**src/rtl/cu_pkg.sv**
```systemverilog
// cu_pkg: shared types and constants for the cu_seq sequencer.
//   - cu_state_t : sequencer state encoding
//   - PE_EN_*    : pe_en_ctrl ramp for the first, second and later columns
//   - NUM_TAPS/TAP_W/COL_W/RES_W : filter, column and result geometry
//   - relu16()   : clamps a signed result at zero (used when CU_SEQ_RELU_EN is defined)
package cu_pkg;

  typedef enum logic [2:0] {
    IDLE   = 3'd0,
    PRIME  = 3'd1,
    STREAM = 3'd2,
    DRAIN  = 3'd3,
    DONE   = 3'd4
  } cu_state_t;

  localparam logic [8:0] PE_EN_1COL = 9'h007;
  localparam logic [8:0] PE_EN_2COL = 9'h03F;
  localparam logic [8:0] PE_EN_FULL = 9'h1FF;

  localparam int NUM_TAPS     = 9;
  localparam int TAP_W        = 8;
  localparam int COL_W        = 24;
  localparam int RES_W        = 16;
  localparam int PRIME_CYCLES = 3;

  // Negative (sign bit set) results become zero, others pass unchanged.
  function automatic logic [RES_W-1:0] relu16(input logic [RES_W-1:0] v);
    logic [RES_W-1:0] r;
    if (v[RES_W-1]) begin
      r = {RES_W{1'b0}};
    end else begin
      r = v;
    end
    return r;
  endfunction

endpackage

```
**src/rtl/cu_valid_pipe.sv**
```systemverilog
// cu_valid_pipe: DEPTH-deep 1-bit delay line with synchronous clear.
// Ports:
//   clk  in  clock
//   clr  in  synchronous clear of every stage
//   din  in  tag entering the line
//   dout out tag leaving the line DEPTH cycles later
module cu_valid_pipe #(
  parameter int DEPTH = 2
) (
  input  logic clk,
  input  logic clr,
  input  logic din,
  output logic dout
);

  logic [DEPTH-1:0] stage_r;

  generate
    if (DEPTH == 1) begin : g_single
      // Single-stage delay.
      always_ff @(posedge clk) begin
        if (clr) begin
          stage_r <= 1'b0;
        end else begin
          stage_r <= din;
        end
      end
    end else begin : g_multi
      // Shift the tag one stage per cycle toward the MSB.
      always_ff @(posedge clk) begin
        if (clr) begin
          stage_r <= {DEPTH{1'b0}};
        end else begin
          stage_r <= {stage_r[DEPTH-2:0], din};
        end
      end
    end
  endgenerate

  assign dout = stage_r[DEPTH-1];

endmodule

```
**src/rtl/cu_seq.sv**
```systemverilog
// cu_seq: sequencer for cu_engine. Holds the 3x3 filter, streams one band of
// cfg_width pixel columns into the engine with the pe_en_ctrl ramp, and tags
// the pe_out samples that belong to complete 3x3 windows.
// Optional feature macro: CU_SEQ_RELU_EN (clamp negative results to zero).
// Ports:
//   clk, rst               clock, synchronous active-high reset
//   cfg_we/addr/wdata      weight write (IDLE only, addr 0..8)
//   cfg_width, start       band width and start pulse
//   busy, done, err        band status
//   in_valid/in_ready/in_col  upstream column handshake
//   filter, data_in, pe_en_ctrl, pe_out  cu_engine interface
//   out_valid, out_data    tagged results (no backpressure)
module cu_seq
  import cu_pkg::*;
#(
  parameter int CU_LAT = 2,
  parameter int W_BITS = 10
) (
  input  logic                      clk,
  input  logic                      rst,
  input  logic                      cfg_we,
  input  logic [3:0]                cfg_addr,
  input  logic [TAP_W-1:0]          cfg_wdata,
  input  logic [W_BITS-1:0]         cfg_width,
  input  logic                      start,
  output logic                      busy,
  output logic                      done,
  output logic                      err,
  input  logic                      in_valid,
  output logic                      in_ready,
  input  logic [COL_W-1:0]          in_col,
  output logic [NUM_TAPS*TAP_W-1:0] filter,
  output logic [COL_W-1:0]          data_in,
  output logic [8:0]                pe_en_ctrl,
  input  logic [RES_W-1:0]          pe_out,
  output logic                      out_valid,
  output logic [RES_W-1:0]          out_data
);

  cu_state_t          state_r;
  logic [TAP_W-1:0]   weight_r [NUM_TAPS];
  logic [W_BITS-1:0]  width_r;
  logic [W_BITS-1:0]  col_r;
  logic [1:0]         prime_r;
  logic [7:0]         drain_r;
  logic               busy_r;
  logic               done_r;
  logic               err_r;
  logic               ready_r;
  logic [COL_W-1:0]   hold_r;

  logic               beat_s;
  logic               tag_in_s;
  logic               tag_out_s;
  logic [8:0]         ramp_s;
  logic [RES_W-1:0]   result_s;

  // ready_r is only ever high in STREAM, so a beat implies STREAM.
  assign beat_s = in_valid & ready_r;

  // Ramp selection by accepted-column index and the window-complete tag.
  always_comb begin
    ramp_s   = PE_EN_FULL;
    tag_in_s = 1'b0;
    if (col_r == {W_BITS{1'b0}}) begin
      ramp_s = PE_EN_1COL;
    end else if (col_r == W_BITS'(1'b1)) begin
      ramp_s = PE_EN_2COL;
    end else begin
      ramp_s = PE_EN_FULL;
    end
    // Columns 2 and later close a full 3x3 window.
    if (beat_s && (col_r[W_BITS-1:1] != {(W_BITS-1){1'b0}})) begin
      tag_in_s = 1'b1;
    end else begin
      tag_in_s = 1'b0;
    end
  end

  // Engine drive: the column goes straight through on its accept cycle so
  // the engine sees it without an extra register stage.
  always_comb begin
    data_in    = hold_r;
    pe_en_ctrl = 9'h000;
    if (beat_s) begin
      data_in    = in_col;
      pe_en_ctrl = ramp_s;
    end else begin
      data_in    = hold_r;
      pe_en_ctrl = 9'h000;
    end
  end

  // Flatten the weight register file onto the filter bus.
  always_comb begin
    filter = {(NUM_TAPS*TAP_W){1'b0}};
    for (int k = 0; k < NUM_TAPS; k++) begin
      filter[k*TAP_W +: TAP_W] = weight_r[k];
    end
  end

  // Sequencer FSM, weight file and registered status outputs.
  always_ff @(posedge clk) begin
    if (rst) begin
      state_r <= IDLE;
      width_r <= {W_BITS{1'b0}};
      col_r   <= {W_BITS{1'b0}};
      prime_r <= 2'd0;
      drain_r <= 8'd0;
      busy_r  <= 1'b0;
      done_r  <= 1'b0;
      err_r   <= 1'b0;
      ready_r <= 1'b0;
      hold_r  <= {COL_W{1'b0}};
      for (int k = 0; k < NUM_TAPS; k++) begin
        weight_r[k] <= {TAP_W{1'b0}};
      end
    end else begin
      done_r <= 1'b0;
      if (beat_s) begin
        hold_r <= in_col;
      end
      case (state_r)
        IDLE: begin
          // Weights may only change between bands.
          if (cfg_we && (cfg_addr < 4'd9)) begin
            weight_r[cfg_addr] <= cfg_wdata;
          end
          if (start) begin
            width_r <= cfg_width;
            col_r   <= {W_BITS{1'b0}};
            prime_r <= 2'd0;
            busy_r  <= 1'b1;
            if (cfg_width < W_BITS'(2'd3)) begin
              err_r   <= 1'b1;
              state_r <= DONE;
            end else begin
              err_r   <= 1'b0;
              state_r <= PRIME;
            end
          end
        end
        PRIME: begin
          if (prime_r == 2'(PRIME_CYCLES - 1)) begin
            ready_r <= 1'b1;
            state_r <= STREAM;
          end else begin
            prime_r <= prime_r + 2'd1;
          end
        end
        STREAM: begin
          if (beat_s) begin
            // Counter never needs to exceed width-1, so the full range completes.
            col_r <= col_r + W_BITS'(1'b1);
            if (col_r == (width_r - W_BITS'(1'b1))) begin
              ready_r <= 1'b0;
              drain_r <= 8'd0;
              state_r <= DRAIN;
            end
          end
        end
        DRAIN: begin
          // Last tag leaves the delay line in the final DRAIN cycle.
          if (drain_r == 8'(CU_LAT - 1)) begin
            state_r <= DONE;
          end else begin
            drain_r <= drain_r + 8'd1;
          end
        end
        DONE: begin
          done_r  <= 1'b1;
          busy_r  <= 1'b0;
          state_r <= IDLE;
        end
        default: begin
          ready_r <= 1'b0;
          busy_r  <= 1'b0;
          state_r <= IDLE;
        end
      endcase
    end
  end

  cu_valid_pipe #(
    .DEPTH (CU_LAT)
  ) u_valid_pipe (
    .clk  (clk),
    .clr  (rst),
    .din  (tag_in_s),
    .dout (tag_out_s)
  );

  // Result path: same-cycle pass of pe_out, optionally clamped at zero.
  always_comb begin
`ifdef CU_SEQ_RELU_EN
    result_s = relu16(pe_out);
`else
    result_s = pe_out;
`endif
    if (tag_out_s) begin
      out_data = result_s;
    end else begin
      out_data = {RES_W{1'b0}};
    end
  end

  assign out_valid = tag_out_s;
  assign busy      = busy_r;
  assign done      = done_r;
  assign err       = err_r;
  assign in_ready  = ready_r;

endmodule

```
**config.mk**
```make
export PLATFORM = sky130hd
export DESIGN_NAME = cu_seq
export DESIGN_NICKNAME = d
export VERILOG_FILES = /design/src/rtl/cu_pkg.sv /design/src/rtl/cu_valid_pipe.sv /design/src/rtl/cu_seq.sv
export SDC_FILE = /design/constraint.sdc
export NUM_CORES = 1
export LEC_CHECK = 0
export CORE_UTILIZATION = 50
export DETAILED_ROUTE_END_ITERATION = 10
export PLACE_DENSITY = 0.86
export SYNTH_ARGS = -nofsm -noshare
export SYNTH_HDL_FRONTEND = slang
export SYNTH_SLANG_ARGS = --single-unit
```
**constraint.sdc**
```tcl
create_clock -name clk -period 4.4 [get_ports clk]
set_clock_uncertainty 0.05 [all_clocks]
set_input_delay 1.32 -clock clk [delete_from_list [all_inputs] [get_ports clk]]
set_output_delay 1.32 -clock clk [all_outputs]
set_load 0.01 [all_outputs]
```
==> Word level (Yosys, flattened, before mapping) <==
Memories as Yosys holds them, arrays and structs flattened.
Cells that the tools add are included.
{ "classes": {"addsub": 4, "n_lt_le_gt_ge": 2, "n_eq_ne": 15, "muxes": 40, "bitwise": 3, "reduce_logical": 18} }
{ "ops": {"columns": ["op", "count"], "rows": [
  ["8-bit two-way mux", 4],
  ["9-bit two-way mux", 3],
  ["24-bit two-way mux", 1],
  ["10-bit two-way mux", 2],
  ["10-bit one-hot mux with 2 select lines", 1],
  ["3-bit two-way mux", 6],
  ["16-bit two-way mux", 1],
  ["8-bit one-hot mux with 2 select lines", 1],
  ["1-bit two-way mux", 14],
  ["2-bit inequality test (second input constant)", 7],
  ["3-bit one-hot mux with 4 select lines", 1],
  ["10-bit by 1-bit adder with 10-bit output (second input constant)", 1],
  ["10-bit by 1-bit == test with 1-bit output (second input constant)", 1],
  ["10-bit == test", 1],
  ["10-bit logical NOT", 1],
  ["10-bit by 2-bit less-than comparator with 1-bit output (second input constant)", 1],
  ["10-bit by 1-bit subtractor with 10-bit output (second input constant)", 1],
  ["9-bit nonzero test", 1],
  ["8-bit by 1-bit adder with 8-bit output (second input constant)", 1],
  ["8-bit by 1-bit == test with 1-bit output (second input constant)", 1],
  ["4-bit AND reduction", 2],
  ["8-bit OR reduction", 1],
  ["3-bit by 2-bit == test with 1-bit output (second input constant)", 2],
  ["3-bit AND reduction", 2],
  ["18 further kinds", 25]
]} }
{ "word_totals": {"register_bits": 63, "ram_bits": 72, "in_bits": 67, "out_inout_bits": 126, "wordCells": 94, "mem_count": 1} }
{ "mem_list": {"columns": ["name", "depth", "width", "rd", "rd_clocked_by_memory_dff", "wr", "line", "rtl"], "rows": [
  ["weight_r", 9, 8, 9, 0, 9, "cu_seq.sv:41", "logic [TAP_W-1:0] weight_r [NUM_TAPS];"]
]} }

==> Logic depth before layout (Yosys ltp) <==
Gate-level depths: netlist of the first run.
{ "depth": {"ltp_word": 8, "ltp_mapped": 10, "mapped_depth_nobuf": 9} }

==> Cells and area by module <==
Synthesis of the first run repeated with hierarchy kept, for this count alone.
{ "unflattened": {"cells_unflattened": 552, "hier_area_um2": 6072.1} }
{ "modules_own_cells": {"columns": ["mod", "instances", "cells_per_inst", "area_each_um2", "seq_area_each_um2"], "rows": [
  ["cu_seq", 1, 548, 6019.5, 3383.2],
  ["cu_valid_pipe", 1, 4, 52.6, 40.0]
]} }

==> Least setup slack after synthesis of the first run <==
No wires, ideal clock.
{ "synth_path": {"path_type": "input-to-output", "start": "input in_valid", "end": "output pe_en_ctrl[7]", "arrival_ns": 2.422, "t_required_ns": 3.030, "setup_slack_ns": 0.608, "path_stages": 4, "path_buffers": 1, "path_cell_list": "nand2_1 a21oi_1 a21boi_0 buf_4"} }
{ "synth_between": {"elab_chain_cells": 2} }
{ "synth_lines": {"columns": ["element", "line", "rtl"], "rows": [
  ["start: declaration", "cu_seq.sv:29", "input logic in_valid,"],
  ["1-bit AND", "cu_seq.sv:59", "assign beat_s = in_valid & ready_r;"],
  ["9-bit two-way mux", "cu_seq.sv:85", "if (beat_s) begin"],
  ["end: declaration", "cu_seq.sv:34", "output logic [8:0] pe_en_ctrl,"]
]} }
Every way passes these cells.

==> Final worst setup path of the first run <==
{ "layout_path": {"start": "input in_valid", "end": "output data_in[23]"} }
{ "layout_between": {"elab_chain_cells": 2} }
{ "layout_lines": {"columns": ["element", "line", "rtl"], "rows": [
  ["1-bit AND", "cu_seq.sv:59", null],
  ["24-bit two-way mux", null, null],
  ["end: declaration", "cu_seq.sv:33", "output logic [COL_W-1:0] data_in,"]
]} }
Every way passes these cells.

==> flow_summary.toml, run 1 <==
[floorplan]
dieWidth_um = 111.7
coreArea_um2 = 11560
dieArea_um2 = 12480
ioPinCount = 193
initial_core_util_pct = 52.05
dieHeight_um = 111.7
num_rows = 39

[clock_tree]
cts_root_buf = "clkbuf_16"
clk_latency_ps = 420
cts.sinks = 135
htreeDepth = 4
cts_buffers = 17
clk_pin_slew_ps = 60
clockBufferDepth = 2
cts_tree = "done"
hold_buffers = 0

[setup_path]
cp.depth = 6
critPathBufInv = 4
critPathMaxStageDelay_ps = 480
required_ps = 3030
r2r_slack_ps = 1460
arrival_ps = 2970
rr_endpoint = "drain_r[0]$_SDFFE_PP0P_"
cpMostUsedCell = "clkdlybuf4s50_1"
critPathMaxFanout = 3
crit_path_end = "data_in[23]"
cp-start-kind = "primary input"
path_class = "primary input to output pin"
startpoint = "in_valid"
crit_chain = "clkdlybuf4s50_1, nand2_2, inv_2, buf_4, mux2_2, clkdlybuf4s50_1"
end_kind = "output pin"
r2r-start = "width_r[0]$_SDFFE_PP0P_"
cpLargestDelayFamily = "buffers and inverters"
reg2regPathDepth = 9
cp_slowest_cell = "clkdlybuf4s50_1"

[layout]
diodes = 0
drive_above_1_share_pct = 11.94
area_delta_synth_final_pct = 44.59
nets = 815
finish.instance_area_um2 = 8703

[run_status]
status = "complete, but fails checks"
failed_checks = "DRC"

[routing]
dr.pass1.iters = 8
antenna_left = 0
vias_per_cell = 5.258
via_count = 4716
drc = 17
drt-wirelength-per-cell_um = 17.28
wl_met2_mm = 8.095
drt-met1-wl_mm = 6.311
drt_wl_total_mm = 15.50
top_layer = "met4"
drt_first_iter_violations = 233
met3WireLength_um = 955

[grt]
grt_util_all_layers_pct = 26.01
grt_antenna_before_repair = 0
grt_pass1_vias = 4880
grt_max_degree = 66
grt_pass1_wl_mm = 25.03
gr-total-overflow = 0

[synthesis]
ys_types = 57
synth_edf_count = 72
synth_nets = 618
yosys.area.top_type = "edfxtp_1"
yosys_warnings = 0
ys_seq_area_share_pct = 56.87
synth.ff_latch_count = 135
avgSynthCellArea_um2 = 11.07
synth-main-ff-cell = "edfxtp_1"
syn-cell-area_um2 = 6020
synth-async-reset-ratio_pct = 0
synth_top_area_share_pct = 35.92
syn_inst = 544
synthTopCellsByArea = "edfxtp_1 (36%), dfxtp_1 (21%), and2_1 (9.1%)"

[sta]
period_needed_ps = 4337
finalHoldViolCount = 0
fmax_mhz = 230.6
rsz0062_at_grt = "no"
finalCritPeriodShare_pct = 98.58
setup_violations = 0
slew_violations = 0
tightest_slew_ps = 798.7
maxSlewHeadroom_pct = 46.34
worst_slack_ps = 62.61

[job]
cap_violations = 0

[power_and_ir_drop]
ir_drop_v = 0.0003216
leakage_uw = 0.003396
power.density_nw_per_um2 = 413.4

[placement]
placed_area_um2 = 8074
globalplace.congestion = 0.9419
portBuffers = 192
place_ws_ps = -99.71
dp_hpwl_mm = 11.05

[worst_hold_path]
min-delay-path-class = "register to register"
[metal layers]
metal	up-vias	global-route usage (%)
met4	0	8.919
met3	9	6.968
li1	2274	-
met2	168	46.13
met1	2265	30.29
met5	-	0
[worst min-delay path by stage]
stage	start	endpoint	cells after the start
2_1_floorplan	u_valid_pipe.stage_r[0]$_SDFF_PP0_	u_valid_pipe.stage_r[1]$_SDFF_PP0_	1
3_3_place_gp	u_valid_pipe.stage_r[0]$_SDFF_PP0_	u_valid_pipe.stage_r[1]$_SDFF_PP0_	1
3_5_place_dp	u_valid_pipe.stage_r[0]$_SDFF_PP0_	u_valid_pipe.stage_r[1]$_SDFF_PP0_	1
4_1_cts	u_valid_pipe.stage_r[0]$_SDFF_PP0_	u_valid_pipe.stage_r[1]$_SDFF_PP0_	1
5_1_grt	u_valid_pipe.stage_r[0]$_SDFF_PP0_	u_valid_pipe.stage_r[1]$_SDFF_PP0_	1
6_report	u_valid_pipe.stage_r[0]$_SDFF_PP0_	u_valid_pipe.stage_r[1]$_SDFF_PP0_	1
[per-stage QoR]
stage	util (%)	total power, uW	TNS [ps]	hold slack [ps]	std cells
6_report	75.26	3598	0	397.3	897
5_1_grt	75.26	3735	0	427.8	897
4_1_cts	75.20	3607	0	406.7	897
3_5_place_dp	69.82	2147	-1432	387.6	860
3_3_place_gp	69.82	2113	-524.4	387.3	860
2_1_floorplan	-	1871	0	363.8	544
[state kept, by name (all words and copies together) (netlist names)]
name                  cells
width_r                  10
weight_r                 72
col_r                    10
hold_r                   24
prime_r                   2
u_valid_pipe.stage_r      2
in_ready                  1
err                       1
drain_r                   8
done                      1
busy                      1
state_r                   3
[synth_stat cells (13+ instances only)]
library cell and instances:
and2_1 88, edfxtp_1 72, dfxtp_1 63, nand2_1 38, nor2_1 36, nor2b_1 26, a21oi_1 25, mux2_2 25
xor2_1 18, clkbuf_1 17, nor3_1 13
[power by group]
group,total [uW],switching [uW],internal (uW)
Combinational,658,342,316
Clock,1470,528,943
Sequential,1470,68.9,1400
Total,3600,940,2660
[cells in the final DEF, fill, tap and decap left out, types with 22 or more instances in the layout]
cell,instances
nor2_1,36
mux2_2,25
dlygate4sd2_1,22
a21oi_1,25
and2_1,88
edfxtp_1,72
nor2b_1,26
dfxtp_1,63
clkdlybuf4s50_1,169
nand2_1,37
[timing repair]
action / CTS / global route
resized for setup: 23 / 2
endpoints found under the setup margin: 27 / 10
setup buffers: 5 / 0
[kinds of logic (layout without fill, tap and decap cells)]
family                     count (synthesis)  after routing  synth area share (%)
and+or+nand+nor                          260            260                 24.51
adders and majority gates                  7              7                 1.455
xor gates and xnor gates                  25             25                 3.762
buffers and inverters                     39            249                 2.910
DFF                                      135            135                 56.87
muxes                                     25             25                 4.677
AOI/OAI and AO/OA                         53             53                 5.820
[cell type report]
type | count | area (um^2)
sequential | 135 | 3423
fill | 762 | 2861
multi-input combinational | 370 | 2427
timing repair buffer | 206 | 2019
clock buffer | 19 | 432.9
clock inverter | 13 | 180.2
tap | 143 | 178.9
inverter | 11 | 41.29
[worst reg2reg max path, cell delays in order (launching register included)]
cell	delay, ps
dfxtp_1	370
inv_1	80
ha_1	340
nor4b_2	420
a31oi_1	140
a221oi_1	470
nor2_1	160
nor4b_4	520
nand3b_1	190
a21oi_1	70
Note: power is estimated with default switching activity, not from simulation.
==> run 2: changes to the inputs <==
--- a/config.mk
+++ b/config.mk
@@ -5,9 +5,9 @@
 export SDC_FILE = /design/constraint.sdc
 export NUM_CORES = 1
 export LEC_CHECK = 0
-export CORE_UTILIZATION = 50
+export CORE_UTILIZATION = 45
 export DETAILED_ROUTE_END_ITERATION = 10
-export PLACE_DENSITY = 0.86
+export PLACE_DENSITY = 0.78
 export SYNTH_ARGS = -nofsm -noshare
 export SYNTH_HDL_FRONTEND = slang
 export SYNTH_SLANG_ARGS = --single-unit
==> constraint.sdc (replaced) <==
create_clock -name clk -period 4.2 [get_ports clk]
set_clock_uncertainty 0.05 [all_clocks]
set_input_delay 1.26 -clock clk [delete_from_list [all_inputs] [get_ports clk]]
set_output_delay 1.26 -clock clk [all_outputs]
set_load 0.01 [all_outputs]
==> run 2 against run 1 <==
- setup slack improved by 7.9 ps
- combinational power increased by 3.3%
- the flow now finishes without violations
- global-route usage down 3.4 points
- routed wire length decreased by 1.7%
- final area shrank 0.30%
- sequential share of layout area up 0.12 points
- critical endpoint is now data_in[8]
==> flow_summary.toml, run 2 (synthesis results as in run 1) <==
[sta]
finalCritPeriodShare_pct = 98.32
tightest_slew_ps = 679.5
fmax_mhz = 242.2
slew_violations = 0
finalHoldViolCount = 0
rsz0062_at_grt = "no"
setup_violations = 0
maxSlewHeadroom_pct = 54.70
timing.hold.ws_ps = 392.0
period_needed_ps = 4129

[routing]
drt_first_iter_violations = 361
drt-wirelength-per-cell_um = 16.48
antenna_left = 0
dr.pass1.iters = 5
vias_per_cell = 5.155
via_count = 4768
drc = 0
drt_wl_total_mm = 15.24

[clock_tree]
clockBufferDepth = 2
htreeDepth = 4
cts_buffers = 17
cts.sinks = 135
cts_root_buf = "clkbuf_16"
clk_latency_ps = 410
cts_tree = "done"
clk_pin_slew_ps = 60

[layout]
finish.instance_area_um2 = 8677
nets = 814
diodes = 0
layout_common_cells = "clkdlybuf4s50_1 (167), and2_1 (88), edfxtp_1 (72), dfxtp_1 (63), nand2_1 (38)"
drive_above_1_share_pct = 11.55
area_delta_synth_final_pct = 44.15
final_cells = 925
final_core_util_pct = 67.66
final_common_cell = "clkdlybuf4s50_1"
largest-register = "weight_r"
largest_reg_flops = 72
top_regs = "weight_r (72), hold_r (24)"

[setup_path]
critPathMaxFanout = 15
cp-start-kind = "primary input"
end_kind = "output pin"
rr_endpoint = "drain_r[0]$_SDFFE_PP0P_"
required_ps = 2890
reg2regPathDepth = 9
arrival_ps = 2820
path_class = "primary input to output pin"
r2r-start = "width_r[0]$_SDFFE_PP0P_"
r2r_slack_ps = 1370

[placement]
portBuffers = 192
placed_area_um2 = 8125
globalplace.congestion = 0.8437
place_inst = 891
dp_hpwl_mm = 11.26

[worst_hold_path]
holdPathStages = 1
min-delay-path-class = "register to register"
min_to = "u_valid_pipe.stage_r[1]$_SDFF_PP0_"
worstHoldStart = "u_valid_pipe.stage_r[0]$_SDFF_PP0_"

[floorplan]
ioPinCount = 193
num_rows = 41
coreArea_um2 = 12820
dieHeight_um = 117.7
initial_core_util_pct = 46.94
dieArea_um2 = 13840
dieWidth_um = 117.7

[power_and_ir_drop]
ir_drop_v = 0.0002397
clkPwrFrac_pct = 38.7
seqPwrFrac_pct = 42.5
totalPowerFinal_uw = 3626
p_sw_share_pct = 26.60
internal_power_uw = 2661
leakage_uw = 0.003380
p_sw_uw = 964.3
p_comb_share_pct = 18.7
power.density_nw_per_um2 = 417.8

[grt]
grt_pass1_vias = 4676
grt_max_degree = 66
grt_antenna_before_repair = 0
grt_pass1_wl_mm = 24.40
grt_util_all_layers_pct = 22.61
gr-total-overflow = 0

[job]
cap_violations = 0

[run_status]
status = "finished, final reports clean"
## run 2: changes by cell type in the layout (fill, tap and decap cells not counted), sizes merged
| cell | change |
|---|---|
| clkinvlp | -1 |
| inv | +1 |
| clkbuf | -1 |
| clkinv | +3 |
| clkdlybuf4s50 | -2 |
| dlygate4sd2 | +2 |
| bufinv | -2 |
| buf | -1 |
## run 2: metrics by stage
| step | setup WS [ps] | setup TNS [ps] |
|---|---|---|
| after CTS | 15.19 | 0 |
| after global placement | -72.55 | -1493 |
| final | 70.50 | 0 |
| after floorplan | 527.9 | 0 |
| after global routing | 24.90 | 0 |
| after detailed placement | -106.7 | -2103 |
## run 2: layer usage
layer  routed length, um  track usage [%]
met5                   0                0
met4                 214            8.494
met3                1005            5.620
met2                7852            39.38
met1                6168            26.78
## run 2: power by group through the flow
stage / sequential [uW] / combinational (uW) / clock (uW)
detailed placement: 1570 / 685 / 0
finish: 1540 / 680 / 1400
global route: 1550 / 741 / 1490
global placement: 1560 / 661 / 0
floorplan: 1550 / 411 / 0
CTS: 1540 / 677 / 1430
## run 2: timing repair
action | in CTS | in global routing
buffers inserted | 1 | 1
gates resized for setup | 25 | 1
endpoints found under the setup margin | 27 | 13
cloned | 0 | 0
hold buffers | 0 | 0
## run 2: worst max-delay path, stage by stage
cell and delay [ps]:
clkdlybuf4s50_1 450, nand2_1 100, inv_2 90, buf_4 120
buf_12 140, mux2_2 350, dlygate4sd2_1 300
## run 2: final cells by class
type / instances / area, um^2
Clock inverter: 14 / 133.9
Timing Repair Buffer: 205 / 2009
Clock buffer: 18 / 429.2
Tap cell: 172 / 215.2
Fill cell: 955 / 4148
Sequential cell: 135 / 3423
Multi-Input combinational cell: 370 / 2425
Inverter: 11 / 41.29
## run 2: worst max path at each step
stage             start            end
4_1_cts        in_valid  pe_en_ctrl[8]
5_1_grt        in_valid     data_in[8]
2_1_floorplan  in_valid  pe_en_ctrl[7]
3_5_place_dp   in_valid     data_in[8]
6_report       in_valid     data_in[8]
3_3_place_gp   in_valid     data_in[7]
==> run 3: changes to the inputs <==
==> constraint.sdc (replaced) <==
create_clock -name clk -period 3.8 [get_ports clk]
set_clock_uncertainty 0.05 [all_clocks]
set_input_delay 1.14 -clock clk [delete_from_list [all_inputs] [get_ports clk]]
set_output_delay 1.14 -clock clk [all_outputs]
set_load 0.01 [all_outputs]
==> run 3 against run 2 <==
- critical path depth stayed put
- clock power is 23% higher
- sequential power is 11% higher
- global-route usage is 0.42 points higher
- total power is 16% higher
- via count is 0.61% higher
- worst hold slack better by 4.2 ps
- routed wire length is 3.3% higher
- die area stayed put
- core utilization is 1.4 points higher
==> flow_summary.toml, run 3 (synthesis results as in run 1) <==
[setup_path]
critPathMaxFanout = 8
reg2regPathDepth = 9
path_class = "primary input to output pin"
rr_endpoint = "drain_r[0]$_SDFFE_PP0P_"
arrival_ps = 2600
end_kind = "output pin"
required_ps = 2610
cp-start-kind = "primary input"
r2r_slack_ps = 960
r2r-start = "width_r[0]$_SDFFE_PP0P_"

[job]
cap_violations = 0

[sta]
fmax_mhz = 263.9
period_needed_ps = 3790
maxSlewHeadroom_pct = 54.00
setup_violations = 0
finalCritPeriodShare_pct = 99.73
slew_violations = 0
tightest_slew_ps = 684.7
worst_slack_ps = 10.26
finalHoldViolCount = 0
rsz0062_at_grt = "yes"

[floorplan]
dieHeight_um = 117.7
dieWidth_um = 117.7
coreArea_um2 = 12820
num_rows = 41
dieArea_um2 = 13840
initial_core_util_pct = 46.94
ioPinCount = 193

[placement]
globalplace.congestion = 0.8777
placed_area_um2 = 8148
portBuffers = 192
place_ws_ps = -255.7
dp_hpwl_mm = 11.41

[routing]
vias_per_cell = 5.153
drt-wirelength-per-cell_um = 16.92
drt_wl_total_mm = 15.75
drt_first_iter_violations = 266
drc = 0
dr.pass1.iters = 5
antenna_left = 0
via_count = 4797

[layout]
multi_input_area_um2 = 2469
area_delta_synth_final_pct = 47.14
register_area_um2 = 3423
num-fill-cells = 953
largest-register = "weight_r"
nets = 820
drive_above_1_share_pct = 15.15
final_common_cell = "clkdlybuf4s50_1"
largest_reg_flops = 72
layout_common_cells = "clkdlybuf4s50_1 (164), and2_1 (88), edfxtp_1 (72), dfxtp_1 (63), nand2_1 (37)"
finish.instance_area_um2 = 8857
top_regs = "weight_r (72), hold_r (24)"
diodes = 0

[grt]
grt_max_degree = 66
grt_pass1_wl_mm = 25.12
grt_util_all_layers_pct = 23.03
grt_antenna_before_repair = 0
gr-total-overflow = 0
grt_pass1_vias = 4841

[worst_hold_path]
min_to = "u_valid_pipe.stage_r[1]$_SDFF_PP0_"
worstHoldStart = "u_valid_pipe.stage_r[0]$_SDFF_PP0_"
min-delay-path-class = "register to register"
holdPathStages = 1

[clock_tree]
htreeDepth = 4
cts.sinks = 135
clockBufferDepth = 2
cts_tree = "done"
clk_pin_slew_ps = 60
cts_root_buf = "clkbuf_16"
cts_buffers = 17
clk_latency_ps = 410

[power_and_ir_drop]
power.density_nw_per_um2 = 473.9
leakage_uw = 0.003417
ir_drop_v = 0.0002791

[run_status]
status = "finished, final reports clean"
-- run 3: changes by cell type in the layout (fill, tap and decap cells not counted), moves of 2 or more --
cell	before	now
clkbuf_2	0	3
clkbuf_16	17	19
mux2_2	25	15
inv_6	1	4
mux2_4	0	10
clkinv_2	2	4
buf_2	1	7
dlygate4sd2_1	24	3
clkdlybuf4s15_1	0	9
clkinv_1	4	0
clkdlybuf4s50_1	167	164
buf_4	11	14
bufinv_16	2	4
buf_6	0	7
-- run 3: critical path, cell delays in order --
cell	delay (ps)
clkdlybuf4s50_1	470
nand2_2	100
inv_4	120
buf_6	130
buf_12	130
mux2_2	350
buf_2	140
-- run 3: worst max path at each step --
| stage | from | end | slack [ps] | depth (start not counted) |
|---|---|---|---|---|
| 5_1_grt | in_valid | data_in[8] | -30 | 7 |
| 3_5_place_dp | in_valid | data_in[8] | -260 | 6 |
| 3_3_place_gp | in_valid | data_in[13] | -230 | 6 |
| 6_report | in_valid | data_in[10] | 10 | 7 |
| 4_1_cts | in_valid | data_in[8] | -70 | 7 |
| 2_1_floorplan | in_valid | pe_en_ctrl[7] | 370 | 4 |
-- run 3: repair_timing --
item                                    4_1_cts  5_1_grt
gates resized for setup                      64       36
hold buffers                                  0        0
gates cloned                                  0        2
endpoints found under the setup margin       27       27
buffers inserted                              1        2
-- run 3: layout make-up --
cell class | instances | share of cell area (%)
sequential | 135 | 38.65
multi-input combinational | 370 | 27.87
timing repair buffer | 211 | 23.51
clock buffer | 17 | 4.803
tap | 172 | 2.430
clock inverter | 15 | 2.246
inverter | 11 | 0.4944
-- run 3: stage by stage --
| stage | power, uW | instances | utilization (%) | TNS (ps) | hold WS (ps) |
|---|---|---|---|---|---|
| 4_1_cts | 4192 | 927 | 68.05 | -221.1 | 398.7 |
| 3_5_place_dp | 2485 | 894 | 63.53 | -6171 | 386.2 |
| 2_1_floorplan | 2167 | 544 | - | 0 | 363.8 |
| 6_report | 4197 | 931 | 69.06 | 0 | 396.2 |
| 3_3_place_gp | 2457 | 894 | 63.53 | -5773 | 378.2 |
| 5_1_grt | 4369 | 931 | 69.06 | -79.61 | 410.1 |
-- run 3: power by group --
group	leakage (uW)	switching [uW]	total, uW	internal, uW
registers	0.00125	84.5	1710	1620
clock network	0.000304	619	1720	1100
logic	0.00186	389	772	383
-- run 3: layer usage --
layer	vias up	track usage (%)	wire length [um]
met3	15	5.475	807
met4	0	7.372	195
met1	2319	27.69	6611
li1	2286	-	-
met2	177	40.40	8136
met5	-	0	0
